--- config.mk ---
export PLATFORM = sky130hd
export DESIGN_NAME = imm_gen_pipe_flat
export DESIGN_NICKNAME = d
export VERILOG_FILES = /design/src/rtl/imm_gen_pipe_if.sv /design/src/rtl/imm_gen_pipe.sv /design/src/flat_wrapper.sv
export SDC_FILE = /design/constraint.sdc
export NUM_CORES = 1
export LEC_CHECK = 0
export CELL_PAD_IN_SITES_DETAIL_PLACEMENT = 1
export CELL_PAD_IN_SITES_GLOBAL_PLACEMENT = 2
export CORE_UTILIZATION = 32
export CTS_BUF_LIST = sky130_fd_sc_hd__clkbuf_8
export CTS_CLUSTER_DIAMETER = 200
export DETAILED_ROUTE_END_ITERATION = 6
export HOLD_SLACK_MARGIN = 0.05
export PLACE_DENSITY = 0.86
export SLEW_MARGIN = 40
export SYNTH_ARGS = -nofsm -noshare
export SYNTH_HDL_FRONTEND = slang
export SYNTH_SLANG_ARGS = --single-unit
--- constraint.sdc ---
create_clock -name clk -period 2.16 [get_ports clk]
set_clock_uncertainty 0.2 [all_clocks]
set_input_delay 0.216 -clock clk [delete_from_list [all_inputs] [get_ports clk]]
set_output_delay 0.216 -clock clk [all_outputs]
set_load 0.05 [all_outputs]
--- src/rtl/imm_gen_pipe_if.sv ---
// Valid/ready bus for the registered immediate generator: instruction + tag in,
// sign-extended immediate + format + tag out.
interface imm_gen_pipe_if #(
  parameter int XLEN  = 32,
  parameter int TAG_W = 8
);
  logic             in_valid;
  logic             in_ready;
  logic [31:0]      in_instr;
  logic [TAG_W-1:0] in_tag;

  logic             out_valid;
  logic             out_ready;
  logic [XLEN-1:0]  out_imm;
  logic [2:0]       out_fmt;
  logic             out_illegal;
  logic [TAG_W-1:0] out_tag;

  // Driver side: feeds instructions and consumes results.
  modport master (
    output in_valid, in_instr, in_tag, out_ready,
    input  in_ready, out_valid, out_imm, out_fmt, out_illegal, out_tag
  );

  // The immediate generator itself.
  modport slave (
    input  in_valid, in_instr, in_tag, out_ready,
    output in_ready, out_valid, out_imm, out_fmt, out_illegal, out_tag
  );
endinterface

--- src/rtl/imm_gen_pipe.sv ---
// Registered RV32I/RV64I immediate generator with a one-entry skid buffer so
// downstream back-pressure never drops an instruction; in_ready is a pure flop.
module imm_gen_pipe #(
  parameter int XLEN  = 32,
  parameter int TAG_W = 8
) (
  input  logic              clk,
  input  logic              rst_n,
  input  logic              flush,
  imm_gen_pipe_if.slave     bus
);

  typedef enum logic [2:0] {
    FMT_R   = 3'd0,
    FMT_I   = 3'd1,
    FMT_S   = 3'd2,
    FMT_B   = 3'd3,
    FMT_U   = 3'd4,
    FMT_J   = 3'd5,
    FMT_ILL = 3'd7
  } fmt_e;

  typedef struct packed {
    logic [XLEN-1:0]  imm;
    fmt_e             fmt;
    logic             illegal;
    logic [TAG_W-1:0] tag;
  } entry_t;

  localparam entry_t ENTRY_RST = '{imm: '0, fmt: FMT_R, illegal: 1'b0, tag: '0};

  // ---------------------------------------------------------------------------
  // Combinational decode of the incoming word
  // ---------------------------------------------------------------------------
  logic [31:0] instr;
  logic [6:0]  opcode;
  fmt_e        dec_fmt;
  logic        dec_illegal;
  logic [31:0] imm32;
  logic [XLEN-1:0] dec_imm;
  entry_t      dec;

  assign instr  = bus.in_instr;
  assign opcode = instr[6:0];

  // NOTE: every always_comb output gets a default first; a path that skips an
  // assignment would otherwise infer a latch.
  always_comb begin
    dec_fmt     = FMT_ILL;
    dec_illegal = 1'b1;
    unique case (opcode)
      7'b0000011, 7'b0010011, 7'b1100111,
      7'b1110011, 7'b0001111: begin
        dec_fmt     = FMT_I;
        dec_illegal = 1'b0;
      end
      7'b0011011: begin
        if (XLEN == 64) begin
          dec_fmt     = FMT_I;
          dec_illegal = 1'b0;
        end
      end
      7'b0100011: begin
        dec_fmt     = FMT_S;
        dec_illegal = 1'b0;
      end
      7'b1100011: begin
        dec_fmt     = FMT_B;
        dec_illegal = 1'b0;
      end
      7'b0110111, 7'b0010111: begin
        dec_fmt     = FMT_U;
        dec_illegal = 1'b0;
      end
      7'b1101111: begin
        dec_fmt     = FMT_J;
        dec_illegal = 1'b0;
      end
      7'b0110011: begin
        dec_fmt     = FMT_R;
        dec_illegal = 1'b0;
      end
      7'b0111011: begin
        if (XLEN == 64) begin
          dec_fmt     = FMT_R;
          dec_illegal = 1'b0;
        end
      end
      default: ;
    endcase
  end

  // Shift-immediates are deliberately not masked: the raw I field is emitted.
  always_comb begin
    imm32 = '0;
    unique case (dec_fmt)
      FMT_I:   imm32 = {{20{instr[31]}}, instr[31:20]};
      FMT_S:   imm32 = {{20{instr[31]}}, instr[31:25], instr[11:7]};
      FMT_B:   imm32 = {{19{instr[31]}}, instr[31], instr[7], instr[30:25],
                        instr[11:8], 1'b0};
      FMT_U:   imm32 = {instr[31:12], 12'b0};
      FMT_J:   imm32 = {{11{instr[31]}}, instr[31], instr[19:12], instr[20],
                        instr[30:21], 1'b0};
      default: imm32 = '0;
    endcase
  end

  // Bit 31 of every format is instr[31] (or 0 for R/illegal), so it is the sign.
  always_comb begin
    dec_imm       = {XLEN{imm32[31]}};
    dec_imm[31:0] = imm32;
  end

  always_comb begin
    dec         = ENTRY_RST;
    dec.imm     = dec_imm;
    dec.fmt     = dec_fmt;
    dec.illegal = dec_illegal;
    dec.tag     = bus.in_tag;
  end

  // ---------------------------------------------------------------------------
  // Main (M) and skid (K) registers
  // ---------------------------------------------------------------------------
  logic   m_valid, k_valid;
  entry_t m_q, k_q;
  logic   accept, drain, m_free;

  assign accept = bus.in_valid && !k_valid;
  assign drain  = m_valid && bus.out_ready;
  assign m_free = !m_valid || drain;

  // NOTE: sequential state uses non-blocking assignments only, so every flop
  // samples pre-edge values regardless of statement order.
  always_ff @(posedge clk or negedge rst_n) begin
    if (!rst_n) begin
      m_valid <= 1'b0;
      k_valid <= 1'b0;
    end else if (flush) begin
      m_valid <= 1'b0;
      k_valid <= 1'b0;
    end else if (m_free) begin
      // K is older than anything on the input, so it refills M first; accept
      // is impossible while K is full, so nothing is lost here.
      if (k_valid) begin
        m_valid <= 1'b1;
        k_valid <= 1'b0;
      end else begin
        m_valid <= accept;
      end
    end else if (accept) begin
      k_valid <= 1'b1;
    end
  end

  // NOTE: the payload registers are reset because the outputs must read zero
  // after reset; otherwise they would only need a load enable.
  always_ff @(posedge clk or negedge rst_n) begin
    if (!rst_n) begin
      m_q <= ENTRY_RST;
      k_q <= ENTRY_RST;
    end else if (!flush) begin
      if (m_free) begin
        if (k_valid) begin
          m_q <= k_q;
        end else if (accept) begin
          m_q <= dec;
        end
      end else if (accept) begin
        k_q <= dec;
      end
    end
  end

  // ---------------------------------------------------------------------------
  // Outputs: straight from registers, no combinational path from out_ready
  // ---------------------------------------------------------------------------
  assign bus.in_ready    = !k_valid;
  assign bus.out_valid   = m_valid;
  assign bus.out_imm     = m_q.imm;
  assign bus.out_fmt     = m_q.fmt;
  assign bus.out_illegal = m_q.illegal;
  assign bus.out_tag     = m_q.tag;

endmodule

--- src/flat_wrapper.sv ---
// flat-port wrapper written by rule: the top's interface ports become plain ports
module imm_gen_pipe_flat 
#(
  parameter int XLEN  = 32,
  parameter int TAG_W = 8
)
  (clk, rst_n, flush, bus_in_valid, bus_in_instr, bus_in_tag, bus_out_ready, bus_in_ready, bus_out_valid, bus_out_imm, bus_out_fmt, bus_out_illegal, bus_out_tag);
  imm_gen_pipe_if #(.XLEN(XLEN), .TAG_W(TAG_W)) bus_i ();
  input  logic clk;
  input  logic rst_n;
  input  logic flush;
  input wire logic [$bits(bus_i.in_valid)-1:0] bus_in_valid;
  input wire logic [$bits(bus_i.in_instr)-1:0] bus_in_instr;
  input wire logic [$bits(bus_i.in_tag)-1:0] bus_in_tag;
  input wire logic [$bits(bus_i.out_ready)-1:0] bus_out_ready;
  output wire logic [$bits(bus_i.in_ready)-1:0] bus_in_ready;
  output wire logic [$bits(bus_i.out_valid)-1:0] bus_out_valid;
  output wire logic [$bits(bus_i.out_imm)-1:0] bus_out_imm;
  output wire logic [$bits(bus_i.out_fmt)-1:0] bus_out_fmt;
  output wire logic [$bits(bus_i.out_illegal)-1:0] bus_out_illegal;
  output wire logic [$bits(bus_i.out_tag)-1:0] bus_out_tag;
  assign bus_i.in_valid = bus_in_valid;
  assign bus_i.in_instr = bus_in_instr;
  assign bus_i.in_tag = bus_in_tag;
  assign bus_i.out_ready = bus_out_ready;
  assign bus_in_ready = bus_i.in_ready;
  assign bus_out_valid = bus_i.out_valid;
  assign bus_out_imm = bus_i.out_imm;
  assign bus_out_fmt = bus_i.out_fmt;
  assign bus_out_illegal = bus_i.out_illegal;
  assign bus_out_tag = bus_i.out_tag;
  imm_gen_pipe #(.XLEN(XLEN), .TAG_W(TAG_W)) u_core (.clk(clk), .rst_n(rst_n), .flush(flush), .bus(bus_i));
endmodule
==> impl_metrics.json <==
{
  "seq_power_share_pct": 45.5,
  "power_density_mw_per_mm2": 823,
  "worstSetupEndpointType": "flip-flop",
  "clk_latency_ns": 0.36,
  "post-route-period-util_pct": 93.8,
  "start_kind": "input pin",
  "startpoint": "bus_in_instr[2]",
  "combPwrFrac_pct": 27.6,
  "status": "finished clean",
  "antenna_found_initial": 0,
  "fin_util_pct": 44.6,
  "port_buffers": 90,
  "clock_path_buffers": 2,
  "intPower_uw": 3080,
  "p_sw_uw": 1560,
  "grt_max_degree": 41,
  "fmax_ghz": 0.494,
  "drc": 0,
  "synth_seq_cells": 90,
  "num_rows": 41,
  "clk_pin_slew_ns": 0.09,
  "dpl-instance-area_sq_mm": 0.00541,
  "synth.avg_cell_area_sq_um": 9.38,
  "drive_gt1_share_pct": 13.6,
  "fin_nets": 593,
  "synth_nets": 487,
  "core-area_sq_mm": 0.0126,
  "start_util_pct": 32.8,
  "area_delta_synth_final_pct": 35.9,
  "synth_top_cell_area_share_pct": 54.3,
  "r2r-start": "u_core.bus.out_valid",
  "viasPerCell": 5.06,
  "min_period_ns": 2.03,
  "grt_pass1_wl_um": 20600,
  "diodes": 0,
  "switching_share_pct": 33.7,
  "cp_data_required_time_ns": 2.19,
  "ant_nets": 0,
  "die_h_um": 116,
  "cts_root_buffer": "clkbuf_8",
  "htreeDepth": 3,
  "slew_violations": 0,
  "power.total_uw": 4640,
  "synth_commonest_cells": "dfrtp_1, nand2_1, a21oi_1",
  "wl_um": 12500,
  "syn_area_sq_mm": 0.00414,
  "hold_viol": 0,
  "cp_top_family": "simple AND/OR/NAND/NOR gates",
  "yosysSeqAreaShare_pct": 54.3,
  "grt.total_usage_pct": 20.2,
  "cts_tree": "built",
  "cts.sinks": 90,
  "die_area_sq_mm": 0.0134,
  "setup_viol": 0,
  "maxSlewHeadroom_pct": 63.1,
  "post-dp-hpwl_um": 8980,
  "critPathBufInv": 1,
  "gp_congestion": 0.859,
  "gr-total-overflow": 0,
  "worst_pin_slew_ns": 0.554,
  "rsz0062_at_grt": "no",
  "vias": 3668,
  "hold_path_class": "input pin to async pin",
  "hold_slack_ns": 0.171,
  "numCtsBuffers": 9,
  "yosys_warnings": 0,
  "syn-instance-count": 442,
  "yosysTopAreaCell": "dfrtp_1",
  "async_flop_share_pct": 100,
  "synthTopCellsByArea": "dfrtp_1, nand2_1, a21oi_1",
  "synth_cell_types": 49,
  "first_pass_iters": 4,
  "fin_area_sq_mm": 0.00563,
  "synth.most_common_cell": "dfrtp_1",
  "pwr-share-clk_pct": 26.9,
  "p_leak_uw": 0.00240,
  "synth_ff_type": "dfrtp_1",
  "cpMaxStageDelayCell": "clkdlybuf4s50_1",
  "wl_per_cell_um": 17.2,
  "cap_violations": 0,
  "crit_fanout": 11,
  "drtIter0Drc": 164,
  "synth_edf_count": 0,
  "io_pins": 91,
  "crit_arrival_ns": 2.05,
  "critPathKind": "input pin to flip-flop",
  "irDropWorstVdd_mv": 0.418,
  "worstPathCellList": "clkdlybuf4s50_1, and2_1, o21ai_2, a31oi_1, nor2_2, a22oi_1",
  "critPathMaxStageDelay_ns": 0.57,
  "die_w_um": 116,
  "first_global_vias": 4018
}
[layout make-up]
| cell class | count | area [sq um] |
|---|---|---|
| clock buffer | 9 | 124 |
| clock inverter | 7 | 86.3 |
| fill | 1490 | 6990 |
| inverter | 3 | 11.3 |
| multi-input combinational | 317 | 1730 |
| sequential | 90 | 2250 |
| tap | 172 | 215 |
| timing repair buffer | 127 | 1210 |
[kinds of logic after synthesis]
| family | share of synthesized area (%) |
|---|---|
| adders and majority gates | 0.272 |
| buffers and inverters | 4.08 |
| DFF | 54.3 |
| muxes | 2.75 |
| and+or+nand+nor | 18.1 |
| AOI/OAI and AO/OA | 20.4 |
[worst register-to-register path: cells and delay by family, from the launching register on]
family / cells / cell delay [ns]
and+or+nand+nor: 2 / 0.73
buffers and inverters: 1 / 0.29
DFF: 1 / 0.39
AOI/OAI and AO/OA: 2 / 0.29
[metrics by stage]
| stage | worst slack [ns] | instances | TNS (ns) |
|---|---|---|---|
| after floorplan | 0.0834 | 442 | 0 |
| after global routing | 0.0231 | 725 | 0 |
| final | 0.134 | 725 | 0 |
| after global placement | -0.368 | 708 | -10.77 |
| after detailed placement | -0.439 | 708 | -13.51 |
| after CTS | 0.0513 | 725 | 0 |
[path summary, 6_finish.rpt]
check                                               to  slack [ns]  cells after the start
worst max register to register   u_core.bus.out_imm[4]        0.14                      5
min in group clk                         u_core.k_q[5]        0.21                      3
worst min register to register           u_core.k_q[6]        0.29                      2
worst min-delay path            u_core.bus.out_imm[15]        0.17                      2
worst max-delay path            u_core.bus.out_imm[23]        0.13                      6
max in group asynchronous               u_core.k_q[42]        0.92                      3
[metal layers]
layer	global-route usage, %	share of wire, %
met3	5.60	4.9
met4	6.92	2.1
met5	0	0
met2	34.1	49
met1	24.7	44
[timing repair]
action,CTS,global route
hold endpoints to repair,38,0
resized for setup,1,1
buffers inserted,0,0
hold buffers,1,0
setup endpoints to repair,11,11
[registers in the layout, summed over array words and instances (netlist names)]
| name | flops |
|---|---|
| u_core.bus.out_fmt | 3 |
| u_core.bus.out_illegal | 1 |
| u_core.bus.out_imm | 32 |
| u_core.bus.out_tag | 8 |
| u_core.bus.out_valid | 1 |
| u_core.k_q | 44 |
| u_core.k_valid | 1 |
[layout by cell type (no fill, tap or decap), types with 9 or more instances in the layout]
cell             synthesis  layout
dfrtp_1                 90      90
clkdlybuf4s50_1          0      88
nand2_1                 86      86
a21oi_1                 47      47
o21ai_0                 41      41
nor2_1                  39      37
buf_4                    3      35
a22oi_1                 23      23
nand3_1                  9       9
clkbuf_8                 0       9
[power by group through the flow]
stage	Sequential (uW)	Clock, uW	Combinational, uW
final	2110	1250	1280
after CTS	2110	1280	1300
after global routing	2140	1340	1380
after floorplan	2520	0	361
after global placement	2130	0	1250
after detailed placement	2140	0	1290
No activity file was read; power rests on OpenSTA's default activity.
